File: src/rtl/dir_key_pkg.sv
`default_nettype none
// ============================================================================
// dir_key_pkg : direction-key indices and per-key repeat FSM state type
// Revision    : 1.0
// ============================================================================
package dir_key_pkg;

   localparam int KEY_UP    = 0;
   localparam int KEY_DOWN  = 1;
   localparam int KEY_LEFT  = 2;
   localparam int KEY_RIGHT = 3;

   typedef enum logic [1:0] {
      IDLE   = 2'd0,
      DELAY  = 2'd1,
      REPEAT = 2'd2
   } key_state_t;

   // Partner key that cancels this one when both strobe together.
   function automatic int opposite_key(input int k);
      case (k)
         KEY_UP:    return KEY_DOWN;
         KEY_DOWN:  return KEY_UP;
         KEY_LEFT:  return KEY_RIGHT;
         KEY_RIGHT: return KEY_LEFT;
         default:   return k;
      endcase
   endfunction

   function automatic int max_int(input int a, input int b);
      return (a > b) ? a : b;
   endfunction

endpackage
`default_nettype wire

File: src/rtl/key_debounce.sv
`default_nettype none
// ============================================================================
// key_debounce : 2-FF synchroniser plus stable-for-DEBOUNCE_CYC level filter
// Revision     : 1.0
// ============================================================================
module key_debounce #(
   parameter int DEBOUNCE_CYC = 1_000_000
) (
   input  logic clk,
   input  logic rst,
   input  logic raw,
   output logic level
);

   localparam int            CW       = $clog2(DEBOUNCE_CYC + 1);
   localparam logic [CW-1:0] CNT_LAST = CW'(DEBOUNCE_CYC - 1);

   logic [1:0]    sync_q, sync_d;
   logic [CW-1:0] cnt_q, cnt_d;
   logic          level_q, level_d;

   always_comb begin
      sync_d  = {sync_q[0], raw};
      level_d = level_q;
      cnt_d   = '0;
      // Count only consecutive cycles that disagree with the current level.
      if (sync_q[1] != level_q) begin
         if (cnt_q >= CNT_LAST) begin
            level_d = ~level_q;
         end else begin
            cnt_d = cnt_q + CW'(1);
         end
      end
   end

   always_ff @(posedge clk or posedge rst) begin
      if (rst) begin
         sync_q  <= '0;
         cnt_q   <= '0;
         level_q <= 1'b0;
      end else begin
         sync_q  <= sync_d;
         cnt_q   <= cnt_d;
         level_q <= level_d;
      end
   end

   assign level = level_q;

endmodule
`default_nettype wire

File: src/rtl/dir_key_conditioner.sv
`default_nettype none
// ============================================================================
// dir_key_conditioner : debounced direction keys -> one-cycle move strobes;
//                       auto-repeat only when DIR_KEY_REPEAT_EN is defined
// Revision            : 1.0
// ============================================================================
module dir_key_conditioner
   import dir_key_pkg::*;
#(
   parameter int N_KEYS        = 4,
   parameter int DEBOUNCE_CYC  = 1_000_000,
   parameter int REPEAT_DELAY  = 50_000_000,
   parameter int REPEAT_PERIOD = 10_000_000
) (
   input  logic              clk,
   input  logic              rst,
   input  logic [N_KEYS-1:0] key_raw,
   input  logic              draw_raw,
   output logic [N_KEYS-1:0] dir_level,
   output logic [N_KEYS-1:0] dir_pulse,
   output logic              draw
);

   if (DEBOUNCE_CYC < 1 || REPEAT_DELAY < 1 || REPEAT_PERIOD < 1) begin : g_bad_cfg
      $error("dir_key_conditioner: timing parameters must be at least 1");
   end

   logic [N_KEYS-1:0] key_level;
   logic [N_KEYS-1:0] strobe;
   logic [N_KEYS-1:0] dir_pulse_q, dir_pulse_d;
   key_state_t        state_q [N_KEYS];
   key_state_t        state_d [N_KEYS];

`ifdef DIR_KEY_REPEAT_EN
   localparam int            TW          = $clog2(max_int(REPEAT_DELAY, REPEAT_PERIOD) + 1);
   localparam logic [TW-1:0] DELAY_LOAD  = TW'(REPEAT_DELAY - 1);
   localparam logic [TW-1:0] PERIOD_LOAD = TW'(REPEAT_PERIOD - 1);

   logic [TW-1:0] timer_q [N_KEYS];
   logic [TW-1:0] timer_d [N_KEYS];
`endif

   for (genvar k = 0; k < N_KEYS; k++) begin : g_key_db
      key_debounce #(
         .DEBOUNCE_CYC (DEBOUNCE_CYC)
      ) u_key_db (
         .clk   (clk),
         .rst   (rst),
         .raw   (key_raw[k]),
         .level (key_level[k])
      );
   end

   key_debounce #(
      .DEBOUNCE_CYC (DEBOUNCE_CYC)
   ) u_draw_db (
      .clk   (clk),
      .rst   (rst),
      .raw   (draw_raw),
      .level (draw)
   );

   always_comb begin
      state_d = state_q;
      strobe  = '0;
`ifdef DIR_KEY_REPEAT_EN
      timer_d = timer_q;
`endif
      for (int k = 0; k < N_KEYS; k++) begin
         // Release wins over everything, including a timer expiring this cycle.
         if (!key_level[k]) begin
            state_d[k] = IDLE;
`ifdef DIR_KEY_REPEAT_EN
            timer_d[k] = '0;
`endif
         end else begin
            case (state_q[k])
               IDLE: begin
                  strobe[k]  = 1'b1;
                  state_d[k] = DELAY;
`ifdef DIR_KEY_REPEAT_EN
                  timer_d[k] = DELAY_LOAD;
`endif
               end
`ifdef DIR_KEY_REPEAT_EN
               DELAY, REPEAT: begin
                  if (timer_q[k] == '0) begin
                     strobe[k]  = 1'b1;
                     state_d[k] = REPEAT;
                     timer_d[k] = PERIOD_LOAD;
                  end else begin
                     timer_d[k] = timer_q[k] - TW'(1);
                  end
               end
`endif
               default: ;
            endcase
         end
      end
   end

   // Simultaneous opposite strobes cancel; the FSMs above are unaffected.
   always_comb begin
      dir_pulse_d = strobe;
      for (int k = 0; k < N_KEYS; k++) begin
         if (opposite_key(k) != k && opposite_key(k) < N_KEYS) begin
            if (strobe[opposite_key(k)]) begin
               dir_pulse_d[k] = 1'b0;
            end
         end
      end
   end

   always_ff @(posedge clk or posedge rst) begin
      if (rst) begin
         state_q     <= '{default: IDLE};
         dir_pulse_q <= '0;
`ifdef DIR_KEY_REPEAT_EN
         timer_q     <= '{default: '0};
`endif
      end else begin
         state_q     <= state_d;
         dir_pulse_q <= dir_pulse_d;
`ifdef DIR_KEY_REPEAT_EN
         timer_q     <= timer_d;
`endif
      end
   end

   assign dir_level = key_level;
   assign dir_pulse = dir_pulse_q;

endmodule
`default_nettype wire
File: config.mk
export PLATFORM = sky130hd
export DESIGN_NAME = dir_key_conditioner
export DESIGN_NICKNAME = d
export VERILOG_FILES = /design/src/rtl/dir_key_pkg.sv /design/src/rtl/key_debounce.sv /design/src/rtl/dir_key_conditioner.sv
export SDC_FILE = /design/constraint.sdc
export NUM_CORES = 1
export LEC_CHECK = 0
export ABC_AREA = 1
export CORE_MARGIN = 2
export CORE_UTILIZATION = 60
export CTS_CLUSTER_SIZE = 10
export DETAILED_ROUTE_END_ITERATION = 12
export HOLD_SLACK_MARGIN = 0.1
export PLACE_DENSITY = 0.78
export REMOVE_ABC_BUFFERS = 1
export SYNTH_ARGS = -nofsm -noshare
export SYNTH_HDL_FRONTEND = slang
export SYNTH_SLANG_ARGS = --single-unit
File: constraint.sdc
create_clock -name clk -period 5.35 [get_ports clk]
set_input_delay 1.07 -clock clk [delete_from_list [all_inputs] [get_ports clk]]
set_output_delay 1.07 -clock clk [all_outputs]
set_load 0.01 [all_outputs]
==> results.md <==
- Hold Path Sink: g_key_db[1].u_key_db.sync_q[1]
- Final slew viol count: 0
- VDD IR-drop max: 0.000252 V
- Die area: roughly 0.012 mm^2
- Vias per inst: around 5.2
- Final instance area: 0.00741 mm^2
- Number of antenna diodes: 0
- DP Wirelength: 9010 um
- Most Crowded Layer GR: met2
- Mux contribution to synthesized area: 0%
- Max-Slew Margin vs Limit: 45.9%
- CP Buf/Inv Count: 1
- Clk_lat worst skew: approximately 0.53 ns
- Worst R2R Setup Slack: 3.32 ns
- Final setup vio count: 0
- Cell row count: 38
- I/O pin count: 16
- Status: completed
- Seq cells post-synth: around 120
- Max frequency: 378 MHz
- First-pass GRT wire length: around 23000 um
- Sequential area share after synthesis: between 40% and 50%
- CP Launch Type: flop
- Crit-path max FO: 6
- Placer Congestion: 0.886
- Mapped Area: approximately 0.0066 mm^2
- Pint: about 1.7 mW
- HP Start: g_key_db[1].u_key_db.sync_q[0]
- Unique masters post-synth: 24
- Switching share of total power: between 20 and 25%
- Routed via count: 5453
- Top cells by area, synth: dfrtp_1 46%, nand2_1 13%, nor2_1 12%
- Slowest-stage cell, CP: clkdlybuf4s50_1
- Yosys warning count: 0
- Largest family of logic cells by synthesized area: simple AND/OR/NAND/NOR gates
- Initial Utilization: between 60% and 70%
- Met1 Use GR: between 30% and 40%
- M2 GR Usage: around two fifths
- Worst slack, placed: approximately 2.7 ns
- Cell count after synthesis: approximately 900
- Setup TNS: 0 ns
- Hold slack: 0.350 ns
- Area leader, netlist: dfrtp_1
- CTS Hold Bufs: 0
- Worst flop-to-flop path startpoint: g_key_db[3].u_key_db.cnt_q[0]
- Drt total wl: approximately 13000 um
- Initial antenna violation count: 0
- Crit path time final: around 2.6 ns
- Maximum clock insertion buffer count: 2
- Fin crit share: a little under 50%
- H-tree Lvls: 4
- Placed Area: 0.00683 mm^2
- Pin count of the biggest net entering global routing: 67
- Actual slew at the worst max-slew pin: 0.810 ns
- Layout cells sized above 1: 7.50%
- Switch Pwr: ~0.46 mW
- CTS tree: yes
- DR iter-0 viols: a little over 300
- DRT antenna net count: 0
- Critical path class: reg -> out
- Mapped Avg Cell Area: about 7.6 um^2
- Setup Buffers After CTS: 0
- Final hold vios: 0
- Clock Power Share: 52.6%
- TritonCTS Sinks: about 120
- Combinational share of power: between 2 and 3%
- Tightest Hold Check Type: reg -> reg
- Die Span Y: 109 um
- Max incr delay on CP: about 0.59 ns
- Synth Area in Compound Gates: under 10%
- Simple-Gate Fraction of Synth Area: ~34%
- Global Route met3 Usage: 6.46%
- Grt ovf: 0
- # fillers: 862
- Final WS setup: 2.70 ns
- Global Route Usage Sum: 24.6%
- Wire per inst: roughly 13 um
- Drt pass-1 iters: 5
- Static leakage: about 3.2 nW
- Crit path DAT: between 1.5 and 2 ns
- Crit-path cells: clkdlybuf4s50_1
- Total Power: ~2.1 mW
- R2r endpoint: g_key_db[3].u_key_db.cnt_q[19]
- CP delay by family, top: buffers and inverters
- Pwr/cell area: ~290 mW/mm^2
- Clock transition at path regs: roughly 0.060 ns
- Port buffer count: 15
- Synth Area in Adders: less than 1%
- Max cap viols: 0
- Crit end category: output port
- Area growth from synthesis to layout: 12.0%
- Yosys top cell area share: 46.5%
- Worst clock skew: between 0.007 and 0.008 ns
- Core ar.: approximately 0.011 mm^2
- Fin nets: 907
- Area share of xor/xnor cells in the synthesized design: 8.07%
- Vias in the first global route: approximately 5.2k
- Worst hold stages: 0
- Num CTS Buffers: 17
- Worst reg2reg path depth: 6
- Drt drc: 0
- CP required: between 4 and 5 ns
- Die width: roughly 110 um
- RSZ-0062 raised after global routing: false
- Post-CTS sizing: 0
- Power share of the sequential group: approximately 45%
- Clk root buf: clkbuf_8
sequential cells by signal, indices dropped and copies added, names as in the netlist:
signal and flops:
dir_pulse 4, g_key_db.u_key_db.cnt_q 80, g_key_db.u_key_db.level 4, g_key_db.u_key_db.sync_q 8, state_q 4, u_draw_db.cnt_q 20
u_draw_db.level 1, u_draw_db.sync_q 2
stage by stage:
step | instances | util (%)
5_1_grt | 1047 | 68.7
2_1_floorplan | 859 | -
3_5_place_dp | 1016 | 63.3
4_1_cts | 1047 | 68.7
6_report | 1047 | 68.7
3_3_place_gp | 1016 | 63.3
cells by family (layout without fill, tap and decap cells):
| kind of cell | Yosys count | count (layout) |
|---|---|---|
| buf+inv | 109 | 139 |
| simple gates | 547 | 547 |
| fa+ha+maj | 5 | 5 |
| compound gates | 32 | 32 |
| xor+xnor | 61 | 61 |
| flops | 123 | 123 |
cell usage after synthesis:
master	instances
a21oi_1	7
and2_1	1
and3_1	2
buf_4	10
buf_6	4
clkbuf_1	4
dfrtp_1	123
ha_1	5
inv_1	91
nand2_1	231
nand2_2	2
nand3_1	56
nand3_2	3
nand3b_1	7
nand4_1	6
nor2_1	204
nor2_2	28
nor2_4	1
nor3_1	5
o21ai_0	14
o21bai_1	11
or2_0	1
xnor2_1	18
xor2_1	43
area by class of cell:
type | count | area (um^2) | share of cell area, %
flip-flops and latches | 123 | 3080 | 41.5
inverters | 91 | 344 | 4.64
multi-input cells | 645 | 3070 | 41.4
repair buffers | 17 | 165 | 2.23
clock buffers | 21 | 469 | 6.33
clock inverters | 10 | 116 | 1.57
well taps | 140 | 175 | 2.36
cell usage in the layout, fill, tap and decap left out:
cell type,count
nand2_1,231
nor2_1,204
dfrtp_1,123
inv_1,90
nand3_1,56
xor2_1,43
nor2_2,28
xnor2_1,18
clkbuf_16,16
clkdlybuf4s50_1,15
o21ai_0,14
o21bai_1,11
a21oi_1,7
nand3b_1,7
nand4_1,6
nor3_1,5
ha_1,5
clkbuf_8,5
nand3_2,3
clkinv_2,3
clkinv_4,3
nand2_2,2
and3_1,2
clkinvlp_4,2
bufinv_16,2
buf_4,2
nor2_4,1
and2_1,1
or2_0,1
inv_4,1
worst max-delay path by stage:
stage | cells past startpoint | to | from | slack [ns]
floorplan | 1 | dir_pulse[0] | rst | 1.01
global placement | 3 | g_key_db[2].u_key_db.cnt_q[3] | rst | 2.74
detailed placement | 3 | g_key_db[2].u_key_db.cnt_q[3] | rst | 2.72
CTS | 1 | dir_level[1] | g_key_db[1].u_key_db.level | 2.68
global route | 1 | dir_level[1] | g_key_db[1].u_key_db.level | 2.63
finish | 1 | dir_level[1] | g_key_db[1].u_key_db.level | 2.70
per-layer routing:
metal / routed length [um] / up-vias
li1: - / 2720
met1: 5930 / 2582
met2: 6410 / 126
met3: 619 / 25
met5: 0 / -
met4: 195 / 0
power groups by stage:
stage	sequential, mW	clock (mW)	combinational [mW]
finish	0.954	1.12	0.0575
global route	0.955	1.18	0.0682
CTS	0.954	1.14	0.0600
detailed placement	0.970	0	0.0582
global placement	0.969	0	0.0564
floorplan	0.967	0	0.0405
Power figures use the tool's default switching activity.
